`src/rtl/acq_timing_manager_if.sv`:
```
// Signal bundle between the acquisition timing manager and its surroundings.
// The DUT uses the slave view; the driver/sensor side uses the master view.
interface acq_timing_manager_if #(
  parameter int NUM_CH  = 8,
  parameter int CNT_W   = 16,
  parameter int RATIO_W = 16
);
  logic                    event_qualifier;
  logic [RATIO_W-1:0]      user_ratio;
  logic [NUM_CH-1:0]       en_bits;
  logic [NUM_CH-1:0]       done_in;
  logic [CNT_W-1:0]        timeout_limit;
  logic                    clear_status;
  logic                    trigger;
  logic [NUM_CH-1:0]       en_out;
  logic                    busy;
  logic                    sched_isr;
  logic [NUM_CH*CNT_W-1:0] ch_time;
  logic [NUM_CH-1:0]       done_mask;
  logic                    timeout_flag;
  logic                    overrun_flag;

  modport slave (
    input  event_qualifier, user_ratio, en_bits, done_in, timeout_limit, clear_status,
    output trigger, en_out, busy, sched_isr, ch_time, done_mask, timeout_flag, overrun_flag
  );

  modport master (
    output event_qualifier, user_ratio, en_bits, done_in, timeout_limit, clear_status,
    input  trigger, en_out, busy, sched_isr, ch_time, done_mask, timeout_flag, overrun_flag
  );
endinterface

```
`src/rtl/acq_timing_manager.sv`:
```
// Divides carrier events into scheduler triggers and runs one latency-capture
// window per trigger over the enabled sensor channels, ending in a sched_isr pulse.
module acq_timing_manager #(
  parameter int NUM_CH  = 8,
  parameter int CNT_W   = 16,
  parameter int RATIO_W = 16
) (
  input  logic                 clk,
  input  logic                 rst_n,
  acq_timing_manager_if.slave  bus
);

  typedef enum logic {IDLE, ACQ} state_t;

  localparam logic [CNT_W-1:0]   CNT_ONE   = 1;
  localparam logic [RATIO_W-1:0] RATIO_ONE = 1;

  state_t                  state, next_state;
  logic [RATIO_W-1:0]      evt_cnt;
  logic                    trigger_q;
  logic                    sched_isr_q;
  logic                    timeout_flag_q;
  logic                    overrun_flag_q;
  logic [NUM_CH-1:0]       pending;
  logic [NUM_CH-1:0]       done_q;
  logic [NUM_CH-1:0]       done_mask_q;
  logic [NUM_CH-1:0]       capture;
  logic [NUM_CH-1:0]       pending_next;
  logic [CNT_W-1:0]        timer;
  logic [NUM_CH*CNT_W-1:0] ch_time_q;
  logic                    start;
  logic                    finish_ok;
  logic                    finish_to;
  logic                    overrun_set;

  assign bus.trigger      = trigger_q;
  assign bus.en_out       = bus.en_bits;
  assign bus.busy         = (state == ACQ);
  assign bus.sched_isr    = sched_isr_q;
  assign bus.ch_time      = ch_time_q;
  assign bus.done_mask    = done_mask_q;
  assign bus.timeout_flag = timeout_flag_q;
  assign bus.overrun_flag = overrun_flag_q;

  // The >= compare lets a lowered ratio take effect on the very next event.
  always_ff @(posedge clk or negedge rst_n) begin
    if (!rst_n) begin
      evt_cnt   <= '0;
      trigger_q <= 1'b0;
    end else if (bus.event_qualifier) begin
      if (evt_cnt >= bus.user_ratio) begin
        evt_cnt   <= '0;
        trigger_q <= 1'b1;
      end else begin
        evt_cnt   <= evt_cnt + RATIO_ONE;
        trigger_q <= 1'b0;
      end
    end else begin
      trigger_q <= 1'b0;
    end
  end

  always_ff @(posedge clk or negedge rst_n) begin
    if (!rst_n) state <= IDLE;
    else        state <= next_state;
  end

  // Completion is judged on pending after this cycle's captures, so a capture
  // coinciding with the timeout cycle still ends the window normally.
  always_comb begin
    next_state   = state;
    start        = 1'b0;
    finish_ok    = 1'b0;
    finish_to    = 1'b0;
    capture      = '0;
    pending_next = pending;
    case (state)
      IDLE: begin
        if (trigger_q) begin
          next_state = ACQ;
          start      = 1'b1;
        end
      end
      ACQ: begin
        capture      = bus.done_in & ~done_q & pending;
        pending_next = pending & ~capture;
        if (pending_next == '0) begin
          finish_ok  = 1'b1;
          next_state = IDLE;
        end else if ((bus.timeout_limit != '0) && (timer == bus.timeout_limit)) begin
          finish_to  = 1'b1;
          next_state = IDLE;
        end
      end
      default: next_state = IDLE;
    endcase
  end

  assign overrun_set = trigger_q && (state == ACQ);

  always_ff @(posedge clk or negedge rst_n) begin
    if (!rst_n) begin
      done_q         <= '0;
      pending        <= '0;
      done_mask_q    <= '0;
      timer          <= '0;
      ch_time_q      <= '0;
      sched_isr_q    <= 1'b0;
      timeout_flag_q <= 1'b0;
      overrun_flag_q <= 1'b0;
    end else begin
      done_q      <= bus.done_in;
      sched_isr_q <= finish_ok | finish_to;

      if (start) begin
        pending     <= bus.en_bits;
        done_mask_q <= '0;
        timer       <= '0;
      end else if (state == ACQ) begin
        pending     <= finish_to ? '0 : pending_next;
        done_mask_q <= done_mask_q | capture;
        if (timer != '1) timer <= timer + CNT_ONE;
        // Channels still waiting at timeout are marked with the all-ones sentinel.
        for (int i = 0; i < NUM_CH; i++) begin
          if (capture[i])
            ch_time_q[i*CNT_W +: CNT_W] <= timer;
          else if (finish_to && pending_next[i])
            ch_time_q[i*CNT_W +: CNT_W] <= '1;
        end
      end

      if (finish_to)                      timeout_flag_q <= 1'b1;
      else if (start || bus.clear_status) timeout_flag_q <= 1'b0;

      if (overrun_set)           overrun_flag_q <= 1'b1;
      else if (bus.clear_status) overrun_flag_q <= 1'b0;
    end
  end

endmodule
```
`src/flat_wrapper.sv`:
```
// flat-port wrapper written by rule: the top's interface ports become plain ports
module acq_timing_manager_flat 
#(
  parameter int NUM_CH  = 8,
  parameter int CNT_W   = 16,
  parameter int RATIO_W = 16
)
  (clk, rst_n, bus_event_qualifier, bus_user_ratio, bus_en_bits, bus_done_in, bus_timeout_limit, bus_clear_status, bus_trigger, bus_en_out, bus_busy, bus_sched_isr, bus_ch_time, bus_done_mask, bus_timeout_flag, bus_overrun_flag);
  acq_timing_manager_if #(.NUM_CH(NUM_CH), .CNT_W(CNT_W), .RATIO_W(RATIO_W)) bus_i ();
  input  logic clk;
  input  logic rst_n;
  input wire logic [$bits(bus_i.event_qualifier)-1:0] bus_event_qualifier;
  input wire logic [$bits(bus_i.user_ratio)-1:0] bus_user_ratio;
  input wire logic [$bits(bus_i.en_bits)-1:0] bus_en_bits;
  input wire logic [$bits(bus_i.done_in)-1:0] bus_done_in;
  input wire logic [$bits(bus_i.timeout_limit)-1:0] bus_timeout_limit;
  input wire logic [$bits(bus_i.clear_status)-1:0] bus_clear_status;
  output wire logic [$bits(bus_i.trigger)-1:0] bus_trigger;
  output wire logic [$bits(bus_i.en_out)-1:0] bus_en_out;
  output wire logic [$bits(bus_i.busy)-1:0] bus_busy;
  output wire logic [$bits(bus_i.sched_isr)-1:0] bus_sched_isr;
  output wire logic [$bits(bus_i.ch_time)-1:0] bus_ch_time;
  output wire logic [$bits(bus_i.done_mask)-1:0] bus_done_mask;
  output wire logic [$bits(bus_i.timeout_flag)-1:0] bus_timeout_flag;
  output wire logic [$bits(bus_i.overrun_flag)-1:0] bus_overrun_flag;
  assign bus_i.event_qualifier = bus_event_qualifier;
  assign bus_i.user_ratio = bus_user_ratio;
  assign bus_i.en_bits = bus_en_bits;
  assign bus_i.done_in = bus_done_in;
  assign bus_i.timeout_limit = bus_timeout_limit;
  assign bus_i.clear_status = bus_clear_status;
  assign bus_trigger = bus_i.trigger;
  assign bus_en_out = bus_i.en_out;
  assign bus_busy = bus_i.busy;
  assign bus_sched_isr = bus_i.sched_isr;
  assign bus_ch_time = bus_i.ch_time;
  assign bus_done_mask = bus_i.done_mask;
  assign bus_timeout_flag = bus_i.timeout_flag;
  assign bus_overrun_flag = bus_i.overrun_flag;
  acq_timing_manager #(.NUM_CH(NUM_CH), .CNT_W(CNT_W), .RATIO_W(RATIO_W)) u_core (.clk(clk), .rst_n(rst_n), .bus(bus_i));
endmodule
```
`config.mk`:
```
export PLATFORM = sky130hd
export DESIGN_NAME = acq_timing_manager_flat
export DESIGN_NICKNAME = d
export VERILOG_FILES = /design/src/rtl/acq_timing_manager_if.sv /design/src/rtl/acq_timing_manager.sv /design/src/flat_wrapper.sv
export SDC_FILE = /design/constraint.sdc
export NUM_CORES = 1
export LEC_CHECK = 0
export CORE_UTILIZATION = 40
export CTS_CLUSTER_DIAMETER = 150
export DETAILED_ROUTE_END_ITERATION = 8
export PLACE_DENSITY_LB_ADDON = 0.15
export SLEW_MARGIN = 20
export SYNTH_ARGS = -nofsm -noshare
export SYNTH_HDL_FRONTEND = slang
export SYNTH_SLANG_ARGS = --single-unit
```
`constraint.sdc`:
```
create_clock -name clk -period 5 [get_ports clk]
set_input_delay 1.5 -clock clk [delete_from_list [all_inputs] [get_ports clk]]
set_output_delay 1.5 -clock clk [all_outputs]
set_load 0.05 [all_outputs]
```
Word level (Yosys, flattened, before mapping)
Cells that the tools add are included.

Bits in registers: 189. Output and inout port bits: 149. Word-level logic and storage cells: 109.

Add/sub/neg operators: 2. Order comparisons: 1. Equal/unequal tests: 2. Muxes and demuxes: 43. Bitwise logic cells: 9. Reduce and logical (&&, ||, !) cells: 34.

Operators by type and width (number): 16-bit 2-to-1 mux (20); 8-bit 2-to-1 mux (7); 16-bit by 1-bit adder with 16-bit output (second input constant) (2); 8-bit bitwise AND (3); 3-bit AND reduction (8); 2-bit nonzero test (12); 16-bit equality test (1); 16-bit >= comparator (1); 16-bit inequality test (second input constant) (1); 8-bit inverter (2); 16-bit nonzero test (1); 1-bit 2-to-1 mux (15); 1-bit logical AND (10); 8-bit zero test (1); 8-bit OR (1); 1-bit inverter (2); 1-bit one-hot mux with 2 select lines (1); 2-bit AND reduction (1); 1-bit logical OR (1); 1-bit OR (1).

Depth between registers and ports, before layout
Gate-level depths: netlist (run 1).

Depth after elaboration: 11. Depth in mapped cells: 8.

Least setup slack after synthesis (run 1)
No wires, ideal clock.

Path kind: input port to output port. Start: input bus_en_bits[0]. End: output bus_en_out[0]. Data arrival time: 1670 ps. Data required time: 3500 ps. Slack: 1830 ps. Stages: 1. Buffers on the path: 1. Cells stage by stage: buf_4.

RTL lines: start, declared (line flat_wrapper.sv:14) `input wire logic [$bits(bus_i.en_bits)-1:0] bus_en_bits;`; end, declared (line flat_wrapper.sv:19) `output wire logic [$bits(bus_i.en_out)-1:0] bus_en_out;`.

No word-level cell between the ends.

Worst setup path in the final report (run 1)
Start: input bus_en_bits[7]. End: output bus_en_out[7].

No word-level cell between the ends.

==> metrics.txt, run 1 <==
Syn Nets=1048; R2R depth=6; final hold vios=0; PD cells=between 200 and 300 nW/um^2; CTS buffer count=17; Tightest Hold Check Type=reg2reg; fill count=slightly below 2000; Reg area=4730 sq um; max incr delay on CP=around 800 ps; setup TNS=0 ps; drt initial violations=770; setup slack, reg-to-reg=roughly 2100 ps; row count=between 50 and 60; crit-path leading delay family=buffers and inverters; vias per inst=~5.7; Distinct cells, synth=50; Synth Flop Type=dfrtp_1; endpoint type of the worst setup path=output port; worst r2r dst=u_core.pending[6]; Post-route DRC=12; failing checks=DRC; share of cells above drive strength 1=5.370%; Tcrit/Tclk final=85.95%; Slew @ Worst Pin=around 1000 ps; area of the multi-input gates=~3900 sq um; Max Fclk=around 230 MHz; Yosys reg bits=around 190; largest net degree at the start of global routing=approximately 110; CP Cell Sequence=clkdlybuf4s50_1 > clkdlybuf4s50_1; CP dominant cell by count=clkdlybuf4s50_1; Antenna diodes=0; chip width=between 150 and 200 um; final setup fails=0; Core Footprint=around 22000 sq um; Slew Limit Fails=0; Max Cap Viol=0; Syn Area/Cell=about 9.3 sq um; normalized max-slew margin=between 30% and 40%; CTS resizes=0; Final GP Congestion=~0.8; wire per inst=between 20 and 25 um; EDFF count, synth=0; initial antenna violation count=0; Final Critical Period=between 4000 and 5000 ps; post-CTS setup buffers=0; hpwl dp=18.25 mm; Worst-Skew Late Latency=~440 ps; Total Wirelength=between 20 and 30 mm; GRT Total Usage=~25%; unrepaired setup endpoints after global routing=false; post-route ant nets=0; clock tree buffer depth=2; crit path DAT=2800 ps; GR Util met2=approximately 39%; Port Buffers=200; Clock Pin Slew Worst Setup and Hold Paths=80 ps; Net count, final=approximately 1200; Worst path slowest cell=clkdlybuf4s50_1; Pre-antenna DRT Iters=7; R2R Path Start=u_core.timer[6]; DR vias=about 8000; first-pass GRT wire length=roughly 46 mm; height of the die=~150 um; Async SR Flop Fraction=100.0%; root buffer cell=clkbuf_16; die area=23350 sq um; IO Pins=between 200 and 250; GRT busiest layer=met2; CTS tree=yes; Post-Synthesis Cells=between 900 and 1000; depth of the CTS H-tree=4; Worst VDD drop=between 0.2 and 0.25 mV; Warnings, synthesis=0; Netlist Area Pre-Place=around 9100 sq um; register area share after synthesis=roughly 52%; clock sinks=~190; status=complete, but fails checks; WS Path Type=in2out; gr ovfl total=0; hold depth=2; Initial Utilization=41.18%; final clock skew=about 11 ps; critical hold path startpoint=u_core.bus.done_mask[0]; Startpoint Class=primary input; final hold slack=between 400 and 500 ps; number of hold buffers added after cts=0; critical path buffer and inverter count=2; GR Util met3=about 5.2%; Pleak=between 4 and 5 nW; Worst Path Required=between 3000 and 4000 ps; vias in the first global route=approximately 7700; met1 global-route usage=35.70%; sink of the worst hold path=u_core.bus.done_mask[0]; top fanout value on the critical path=2; area grow syn2layout=29.99%
-- cell type report --
class / instances / area share [%]
Clock inverter: 14 / 1.492
Tap cell: 280 / 2.962
Clock buffer: 18 / 3.713
Timing Repair Buffer: 218 / 18.21
Multi-Input combinational cell: 672 / 32.85
Sequential cell: 189 / 39.99
Inverter: 25 / 0.7934
-- metal layers --
| metal | up-vias | share of wire (%) |
|---|---|---|
| li1 | 3779 | - |
| met4 | 0 | 2.2 |
| met2 | 292 | 46 |
| met1 | 3892 | 45 |
| met3 | 41 | 7.1 |
| met5 | - | 0 |
-- metrics by stage --
| stage | instance area [sq um] | std cells | util [%] | total power, mW | setup slack (ps) |
|---|---|---|---|---|---|
| floorplan | 9099 | 978 | - | 1.879 | 1830 |
| CTS | 11820 | 1416 | 53.52 | 3.473 | 700.9 |
| finish | 11830 | 1416 | 53.53 | 3.454 | 702.5 |
| global route | 11830 | 1416 | 53.53 | 3.588 | 662.9 |
| global placement | 11210 | 1384 | 50.73 | 2.047 | 727.2 |
| detailed placement | 11210 | 1384 | 50.73 | 2.050 | 704.2 |
-- worst max-delay path by stage --
| stage | startpoint | end | slack, ps | cells past startpoint |
|---|---|---|---|---|
| after floorplan | bus_en_bits[0] | bus_en_out[0] | 1830 | 1 |
| after detailed placement | bus_en_bits[0] | bus_en_out[0] | 700 | 2 |
| final | bus_en_bits[7] | bus_en_out[7] | 700 | 2 |
| after global routing | bus_en_bits[0] | bus_en_out[0] | 660 | 2 |
| after CTS | bus_en_bits[4] | bus_en_out[4] | 700 | 2 |
| after global placement | bus_en_bits[2] | bus_en_out[2] | 730 | 2 |
-- kinds of logic (layout without fill, tap and decap cells) --
family,count (synthesis),count (layout),synth area share [%]
xor gates and xnor gates,36,36,3.465
DFF,189,189,51.98
adders and majority gates,18,18,2.475
and+or+nand+nor,280,280,14.22
AOI/OAI and AO/OA,330,330,21.42
buffers and inverters,117,275,5.556
muxes,8,8,0.8801
-- where the power goes --
| part | total (mW) | internal, mW | switching [mW] |
|---|---|---|---|
| sequential | 1.62 | 1.57 | 0.0495 |
| combinational | 0.396 | 0.162 | 0.234 |
| clock | 1.43 | 0.772 | 0.662 |
-- Yosys cell counts, types with 2 or more instances --
library cell	number	area [sq um]
nor3_1	2	10.01
o21ai_0	12	60.06
nand2b_1	8	50.05
nor2_1	148	555.5
o21ai_1	3	15.01
nand3b_1	2	15.01
o2bb2ai_1	2	17.52
a221o_1	2	20.02
buf_2	23	115.1
nand2_1	44	165.2
and2_1	11	68.82
a31o_2	2	17.52
and3_1	7	43.79
nand3_1	12	60.06
nor2b_1	15	93.84
buf_1	2	7.510
ha_1	18	225.2
a21oi_1	149	745.7
o211ai_1	4	30.03
a22o_1	6	52.55
a21o_1	4	30.03
xnor2_1	30	262.8
nor4_1	5	31.28
buf_4	10	75.07
a41o_1	5	50.05
mux2i_1	8	80.08
xor2_1	6	52.55
dfrtp_1	189	4730
nand4_1	10	62.56
and4_1	4	35.03
clkbuf_1	57	214.0
inv_1	25	93.84
nor3b_1	6	45.04
o2111ai_1	2	17.52
o22ai_1	130	813.3
-- state kept, by name, indices dropped and copies added, names as in the netlist --
name and cells:
u_core.bus.overrun_flag 1, u_core.evt_cnt 16, u_core.bus.sched_isr 1, u_core.done_q 8
u_core.bus.timeout_flag 1, u_core.bus.ch_time 128, u_core.bus.busy 1, u_core.bus.trigger 1
u_core.timer 16, u_core.bus.done_mask 8, u_core.pending 8
-- placed cells by master (no fill, tap or decap), types with 7 or more instances in the layout --
cell	count
a21oi_1	149
and2_1	11
and3_1	7
buf_4	17
clkbuf_16	17
clkdlybuf4s50_1	199
dfrtp_1	189
ha_1	18
inv_1	25
mux2i_1	8
nand2_1	44
nand2b_1	8
nand3_1	12
nand4_1	10
nor2_1	148
nor2b_1	15
o21ai_0	12
o22ai_1	130
xnor2_1	30
(Power assumes the default switching activity.)
==> inputs of run 2 (changes only) <==
Settings changed: SKIP_CTS_REPAIR_TIMING set to 1.
==> results of run 2 <==
Same layout as run 1: the final DEF is identical, and so are final timing and power.
